File: src/rtl/coincidence_cycle_ctrl_pkg.sv
// Shared constants and state encoding for the coincidence measurement-cycle controller.
// The drain time is derived from the datapath delay taps so the two stay in step.
package coincidence_cycle_ctrl_pkg;

    localparam int DEF_COUNT_W = 13;
    localparam int DEF_TIME_W  = 24;
    localparam int DEF_NCYC_W  = 16;
    localparam int DEF_CLR_CYC = 2;

    // Predelay, short and long coincidence delay taps, plus one settle cycle.
    localparam int TAP_PRE       = 8;
    localparam int TAP_SHORT     = 128;
    localparam int TAP_LONG      = 1024;
    localparam int DRAIN_SETTLE  = 1;
    localparam int DEF_DRAIN_CYC = TAP_PRE + TAP_SHORT + TAP_LONG + DRAIN_SETTLE;

    typedef enum logic [2:0] {
        ST_IDLE    = 3'd0,
        ST_CLEAR   = 3'd1,
        ST_GATE    = 3'd2,
        ST_DRAIN   = 3'd3,
        ST_CAPTURE = 3'd4,
        ST_REPORT  = 3'd5,
        ST_ABORT   = 3'd6
    } state_t;

endpackage

File: src/rtl/coincidence_cycle_ctrl_cycle_timer.sv
// Down-counter shared by the timed phases: load N-1 on phase entry, the phase
// ends on the cycle the zero flag is seen, giving exactly N cycles in the phase.
module coincidence_cycle_ctrl_cycle_timer #(
    parameter int W = 24
) (
    input  logic         clk,
    input  logic         reset,
    input  logic         i_load,
    input  logic [W-1:0] i_load_val,
    input  logic         i_dec,
    output logic         o_zero
);

    logic [W-1:0] count_q, count_d;

    always_comb begin
        count_d = count_q;
        if (i_load) begin
            count_d = i_load_val;
        end else if (i_dec && (count_q != '0)) begin
            count_d = count_q - W'(1);
        end
    end

    always_ff @(posedge clk or posedge reset) begin
        if (reset) begin
            count_q <= '0;
        end else begin
            count_q <= count_d;
        end
    end

    assign o_zero = (count_q == '0);

endmodule

File: src/rtl/coincidence_cycle_ctrl.sv
// Measurement-cycle sequencer for the neutron coincidence counter: clear, gate,
// drain, capture and report each cycle; all outputs are registered Moore decodes.
module coincidence_cycle_ctrl
    import coincidence_cycle_ctrl_pkg::*;
#(
    parameter int COUNT_W   = DEF_COUNT_W,
    parameter int TIME_W    = DEF_TIME_W,
    parameter int DRAIN_CYC = DEF_DRAIN_CYC,
    parameter int CLR_CYC   = DEF_CLR_CYC,
    parameter int NCYC_W    = DEF_NCYC_W
) (
    input  logic               clk,
    input  logic               reset,
    input  logic               i_start,
    input  logic               i_abort,
    input  logic [TIME_W-1:0]  i_gate_len,
    input  logic [NCYC_W-1:0]  i_num_cycles,
    input  logic               i_pulse,
    output logic               o_pulse_gated,
    output logic               o_dp_reset,
    input  logic [COUNT_W-1:0] i_dp_ra,
    input  logic [COUNT_W-1:0] i_dp_a,
    input  logic [COUNT_W-1:0] i_dp_tot,
    output logic               o_res_valid,
    input  logic               i_res_ready,
    output logic [COUNT_W-1:0] o_res_ra,
    output logic [COUNT_W-1:0] o_res_a,
    output logic [COUNT_W-1:0] o_res_tot,
    output logic [NCYC_W-1:0]  o_res_idx,
    output logic               o_res_ovf,
    output logic               o_busy,
    output logic               o_done,
    output logic               o_err,
    output logic [2:0]         o_dbg_state
);

    // Result port: a transfer happens on a clock edge where o_res_valid and
    // i_res_ready are both high; while valid is high the data is held constant
    // and valid only drops on a transfer or an abort.

    state_t              state_q, state_d;
    logic [TIME_W-1:0]   gate_len_q, gate_len_d;
    logic [NCYC_W-1:0]   num_cyc_q, num_cyc_d;
    logic [NCYC_W-1:0]   idx_q, idx_d;
    logic [COUNT_W:0]    pcnt_q, pcnt_d;

    logic                pulse_gated_q, pulse_gated_d;
    logic                dp_reset_q, dp_reset_d;
    logic                res_valid_q, res_valid_d;
    logic [COUNT_W-1:0]  res_ra_q, res_ra_d;
    logic [COUNT_W-1:0]  res_a_q, res_a_d;
    logic [COUNT_W-1:0]  res_tot_q, res_tot_d;
    logic [NCYC_W-1:0]   res_idx_q, res_idx_d;
    logic                res_ovf_q, res_ovf_d;
    logic                busy_q, busy_d;
    logic                done_q, done_d;
    logic                err_q, err_d;

    logic                tmr_load;
    logic [TIME_W-1:0]   tmr_val;
    logic                tmr_dec;
    logic                tmr_zero;
    logic                abort_hit;
    logic                gate_open;

    coincidence_cycle_ctrl_cycle_timer #(
        .W (TIME_W)
    ) u_timer (
        .clk        (clk),
        .reset      (reset),
        .i_load     (tmr_load),
        .i_load_val (tmr_val),
        .i_dec      (tmr_dec),
        .o_zero     (tmr_zero)
    );

    assign abort_hit = i_abort && (state_q != ST_IDLE) && (state_q != ST_ABORT);
    assign gate_open = (state_q == ST_GATE) && !i_abort;
    assign tmr_dec   = (state_q == ST_CLEAR) || (state_q == ST_GATE) ||
                       (state_q == ST_DRAIN) || (state_q == ST_ABORT);

    always_comb begin
        state_d    = state_q;
        gate_len_d = gate_len_q;
        num_cyc_d  = num_cyc_q;
        idx_d      = idx_q;
        pcnt_d     = pcnt_q;
        res_ra_d   = res_ra_q;
        res_a_d    = res_a_q;
        res_tot_d  = res_tot_q;
        res_idx_d  = res_idx_q;
        res_ovf_d  = res_ovf_q;
        done_d     = 1'b0;
        err_d      = 1'b0;
        tmr_load   = 1'b0;
        tmr_val    = '0;

        if (abort_hit) begin
            state_d  = ST_ABORT;
            tmr_load = 1'b1;
            tmr_val  = TIME_W'(CLR_CYC - 1);
        end else begin
            case (state_q)
                ST_IDLE: begin
                    if (i_start && !i_abort) begin
                        if ((i_gate_len == '0) || (i_num_cycles == '0)) begin
                            err_d = 1'b1;
                        end else begin
                            gate_len_d = i_gate_len;
                            num_cyc_d  = i_num_cycles;
                            idx_d      = '0;
                            state_d    = ST_CLEAR;
                            tmr_load   = 1'b1;
                            tmr_val    = TIME_W'(CLR_CYC - 1);
                        end
                    end
                end
                ST_CLEAR: begin
                    pcnt_d = '0;
                    if (tmr_zero) begin
                        state_d  = ST_GATE;
                        tmr_load = 1'b1;
                        tmr_val  = gate_len_q - TIME_W'(1);
                    end
                end
                ST_GATE: begin
                    // Saturate one bit above the datapath width so overflow cannot alias back.
                    if (i_pulse && (pcnt_q != '1)) begin
                        pcnt_d = pcnt_q + (COUNT_W+1)'(1);
                    end
                    if (tmr_zero) begin
                        state_d  = ST_DRAIN;
                        tmr_load = 1'b1;
                        tmr_val  = TIME_W'(DRAIN_CYC - 1);
                    end
                end
                ST_DRAIN: begin
                    if (tmr_zero) begin
                        state_d = ST_CAPTURE;
                    end
                end
                ST_CAPTURE: begin
                    res_ra_d  = i_dp_ra;
                    res_a_d   = i_dp_a;
                    res_tot_d = i_dp_tot;
                    res_idx_d = idx_q;
                    res_ovf_d = pcnt_q[COUNT_W];
                    state_d   = ST_REPORT;
                end
                ST_REPORT: begin
                    if (i_res_ready) begin
                        if (idx_q == (num_cyc_q - NCYC_W'(1))) begin
                            done_d  = 1'b1;
                            state_d = ST_IDLE;
                        end else begin
                            idx_d    = idx_q + NCYC_W'(1);
                            state_d  = ST_CLEAR;
                            tmr_load = 1'b1;
                            tmr_val  = TIME_W'(CLR_CYC - 1);
                        end
                    end
                end
                ST_ABORT: begin
                    if (tmr_zero) begin
                        state_d = ST_IDLE;
                    end
                end
                default: begin
                    state_d = ST_IDLE;
                end
            endcase
        end

        pulse_gated_d = i_pulse && gate_open;
        dp_reset_d    = (state_d == ST_CLEAR) || (state_d == ST_ABORT);
        res_valid_d   = (state_d == ST_REPORT);
        busy_d        = (state_d != ST_IDLE);
    end

    always_ff @(posedge clk or posedge reset) begin
        if (reset) begin
            state_q       <= ST_IDLE;
            gate_len_q    <= '0;
            num_cyc_q     <= '0;
            idx_q         <= '0;
            pcnt_q        <= '0;
            pulse_gated_q <= 1'b0;
            dp_reset_q    <= 1'b0;
            res_valid_q   <= 1'b0;
            res_ra_q      <= '0;
            res_a_q       <= '0;
            res_tot_q     <= '0;
            res_idx_q     <= '0;
            res_ovf_q     <= 1'b0;
            busy_q        <= 1'b0;
            done_q        <= 1'b0;
            err_q         <= 1'b0;
        end else begin
            state_q       <= state_d;
            gate_len_q    <= gate_len_d;
            num_cyc_q     <= num_cyc_d;
            idx_q         <= idx_d;
            pcnt_q        <= pcnt_d;
            pulse_gated_q <= pulse_gated_d;
            dp_reset_q    <= dp_reset_d;
            res_valid_q   <= res_valid_d;
            res_ra_q      <= res_ra_d;
            res_a_q       <= res_a_d;
            res_tot_q     <= res_tot_d;
            res_idx_q     <= res_idx_d;
            res_ovf_q     <= res_ovf_d;
            busy_q        <= busy_d;
            done_q        <= done_d;
            err_q         <= err_d;
        end
    end

    assign o_pulse_gated = pulse_gated_q;
    assign o_dp_reset    = dp_reset_q;
    assign o_res_valid   = res_valid_q;
    assign o_res_ra      = res_ra_q;
    assign o_res_a       = res_a_q;
    assign o_res_tot     = res_tot_q;
    assign o_res_idx     = res_idx_q;
    assign o_res_ovf     = res_ovf_q;
    assign o_busy        = busy_q;
    assign o_done        = done_q;
    assign o_err         = err_q;
    assign o_dbg_state   = state_q;

endmodule

File: config.mk
export PLATFORM = sky130hd
export DESIGN_NAME = coincidence_cycle_ctrl
export DESIGN_NICKNAME = d
export VERILOG_FILES = /design/src/rtl/coincidence_cycle_ctrl_pkg.sv /design/src/rtl/coincidence_cycle_ctrl_cycle_timer.sv /design/src/rtl/coincidence_cycle_ctrl.sv
export SDC_FILE = /design/constraint.sdc
export NUM_CORES = 1
export LEC_CHECK = 0
export CAP_MARGIN = 10
export CORE_MARGIN = 4
export CORE_UTILIZATION = 57
export CTS_CLUSTER_SIZE = 28
export DETAILED_ROUTE_END_ITERATION = 10
export PLACE_DENSITY = 0.95
export REMOVE_ABC_BUFFERS = 1
export SYNTH_ARGS = -nofsm -noshare
export SYNTH_HDL_FRONTEND = slang
export SYNTH_SLANG_ARGS = --single-unit
File: constraint.sdc
create_clock -name clk -period 10.85 [get_ports clk]
set_clock_uncertainty 0.15 [all_clocks]
set_input_delay 1.085 -clock clk [delete_from_list [all_inputs] [get_ports clk]]
set_output_delay 1.085 -clock clk [all_outputs]
set_load 0.02 [all_outputs]
==> metrics.csv <==
metric,value,unit
gpl congestion,0.892,
part of the cycle the worst path needs,39.5,%
HP Start,o_res_a[6],
Hold WS,0.356,ns
run status,"finished, final reports clean",
global route overflow,0,
critical path endpoint,u_timer.count_q[2],
Die Span Y,129,um
async set or reset register ratio after synthesis,100,%
maximum VDD drop,0.210,mV
largest net degree at the start of global routing,91,
sequential share of power,36.3,%
CP Data Required Time,11.02,ns
core area,14100,um^2
Clock power frac,22.1,%
Area Overhead vs Synth,26.4,%
HPWL Detailed,15400,um
CTS root buffer,clkbuf_16,
TritonCTS clock tree,yes,
Die W,129,um
Worst Path Arrival,4.46,ns
Switching Fraction,39.7,%
P_leak,4.51,nW
TritonCTS Sinks,159,
cts hold-fix bufs,0,
vias per cell,6.24,
flop-to-flop setup slack,6.73,ns
worst r2r src,num_cyc_q[0],
Final Hold Viols,0,
"Avg Cell Area, Syn",9.73,um^2
Post-synth top flop,dfrtp_1,
initial antenna violation count,0,
clk buf depth,2,
wire per inst,19.9,um
vias in the first global route,7662,
first-pass GRT wire length,38100,um
hold crit path type,register to register,
top post-synthesis cells by area,"dfrtp_1, mux2_2, nand2_1, xnor2_1, xor2_1",
drt total wl,23500,um
fillcell total,820,
sequential share of the synthesized area,47.7,%
Crit Path Max Fanout,58,
antenna cells,0,
Worst Setup Path Type,input port to register,
drt drc,0,
Rows,43,
final setup fails,0,
Starting Density,59.1,%
post-synth top area cell,dfrtp_1,
worst reg2reg path endpoint,idx_q[0],
H-tree depth,4,
TritonCTS Buffers,17,
number of detailed-route iterations in the first pass,5,
Post-Syn Area,8340,um^2
GRT Overall Usage,29.0,%
violation count after the first detailed-route iteration,818,
vias,7366,
"Setup Fix Bufs, Post-CTS",0,
synthesized instance count,857,
Port Buffers,149,
post-synth top area share,47.7,%
worst slew pin tran,1.22,ns
Slew Limit Headroom,18.4,%
Unique masters post-synth,66,
RSZ-0062 raised after global routing,false,
Pint,1.69,mW
"count leader, synth",dfrtp_1,
Sw Pwr,1.12,mW
net total in the final layout,1079,
"antenna viol nets, final",0,
Post-synth EDFFs,0,
Skew-Pair Late Insertion Delay,0.44,ns
Cell Pwr Density,266,nW/um^2
Slew Limit Fails,0,
CP Launch Type,input port,
Power Total,2.81,mW
TNS Setup,0,ns
Max Cap Viol,0,
Max Fclk,233,MHz
DIE AREA,16600,um^2
Comb power frac,41.6,%
Worst-path clk slew,0.07,ns
synthesis-stage register bit count,159,
Setup crit start,i_abort,
Critical Path End Type,register,
reg2reg path depth,10,
cts repair resizes,0,
Commonest cells post-synth,"dfrtp_1, nand2_1, mux2_2",
io pins,150,
Final Critical Period,4.28,ns
layout cells sized above 1,11.3,%
warnings from Yosys,0,
## routing by layer
metal | global-route usage (%) | vias up | part of all wire, %
met1 | 34.5 | 3552 | 37
met2 | 48.4 | 408 | 51
met5 | 0 | - | 0
li1 | - | 3300 | -
met3 | 7.02 | 106 | 7.0
met4 | 15.7 | 0 | 5.0
## flip-flops by register name, indices dropped and copies added, names as in the netlist, 3 cells and up
signal	cells
gate_len_q	24
u_timer.count_q	24
idx_q	16
num_cyc_q	16
o_res_idx	16
pcnt_q	14
o_res_a	13
o_res_ra	13
o_res_tot	13
o_dbg_state	3
## cell type report
| class | count | area [um^2] | area share, % |
|---|---|---|---|
| Clock buffer | 20 | 467 | 4.43 |
| Clock inverter | 12 | 148 | 1.40 |
| Inverter | 20 | 80.1 | 0.760 |
| Multi-Input combinational cell | 635 | 4100 | 38.9 |
| Sequential cell | 159 | 3980 | 37.7 |
| Tap cell | 180 | 225 | 2.14 |
| Timing Repair Buffer | 155 | 1540 | 14.6 |
## placed cells by master, fill, tap and decap left out, drive strengths merged, types with 3 or more instances in the layout
cell / netlist / final
a211oi: 5 / 5
a21oi: 11 / 11
a31oi: 5 / 5
and2: 5 / 5
and3: 9 / 9
and4: 4 / 4
buf: 12 / 6
clkbuf: 31 / 20
clkdlybuf4s50: 0 / 149
clkinv: 0 / 4
dfrtp: 159 / 159
ha: 6 / 6
inv: 20 / 24
mux2: 58 / 58
mux2i: 6 / 6
nand2: 157 / 157
nand2b: 11 / 11
nand3: 22 / 22
nand3b: 8 / 8
nand4: 16 / 16
nor2: 55 / 55
nor2b: 10 / 10
nor3: 29 / 29
nor3b: 3 / 3
nor4: 31 / 31
nor4b: 5 / 5
o211ai: 8 / 8
o21a: 5 / 5
o21ai: 25 / 25
o22ai: 21 / 21
o311a: 4 / 4
o31ai: 3 / 3
or2: 4 / 4
or3: 11 / 11
or4: 9 / 9
xnor2: 34 / 34
xor2: 31 / 31
## worst min path at each step
stage	to	slack [ns]	depth (start not counted)
after global placement	o_res_ra[7]	0.34	1
after floorplan	num_cyc_q[15]	0.32	2
after CTS	o_res_a[6]	0.36	1
after detailed placement	o_res_tot[6]	0.35	1
final	o_res_a[6]	0.36	1
after global routing	o_res_a[6]	0.37	1
## power by group through the flow
stage               registers, mW  logic, mW  clock network, mW
global placement            0.998       1.08                  0
floorplan                    1.07      0.657                  0
detailed placement           1.01       1.12                  0
CTS                          1.01       1.15              0.623
finish                       1.02       1.17              0.621
global route                 1.05       1.26              0.653
## kinds of logic after synthesis
kind of cell	count (synthesis)	synth area share, %
buffers and inverters	63	3.26
adder cells (fa/ha/maj)	7	1.02
flip-flops	159	47.7
AND/OR/NAND/NOR	393	23.7
XOR/XNOR	65	6.83
AO/OA/AOI/OAI	106	8.86
multiplexers	64	8.60
## worst max-delay path, stage by stage
cell             delay, ns
clkdlybuf4s50_1       0.63
nor3_1                0.30
nand3_1               0.20
nor2_4                0.95
nor3_1                0.31
a31oi_2               0.47
buf_8                 0.24
o21ai_0               0.12
o311a_1               0.14
## stage by stage
step	setup WS [ns]	instance area (um^2)	instances	utilization [%]
finish	6.57	10500	1181	74.8
global route	6.32	10500	1181	74.8
CTS	6.06	10500	1180	74.7
detailed placement	5.64	9910	1148	70.3
global placement	5.75	9910	1148	70.3
floorplan	5.04	8140	814	-
Power figures use the tool's default switching activity.
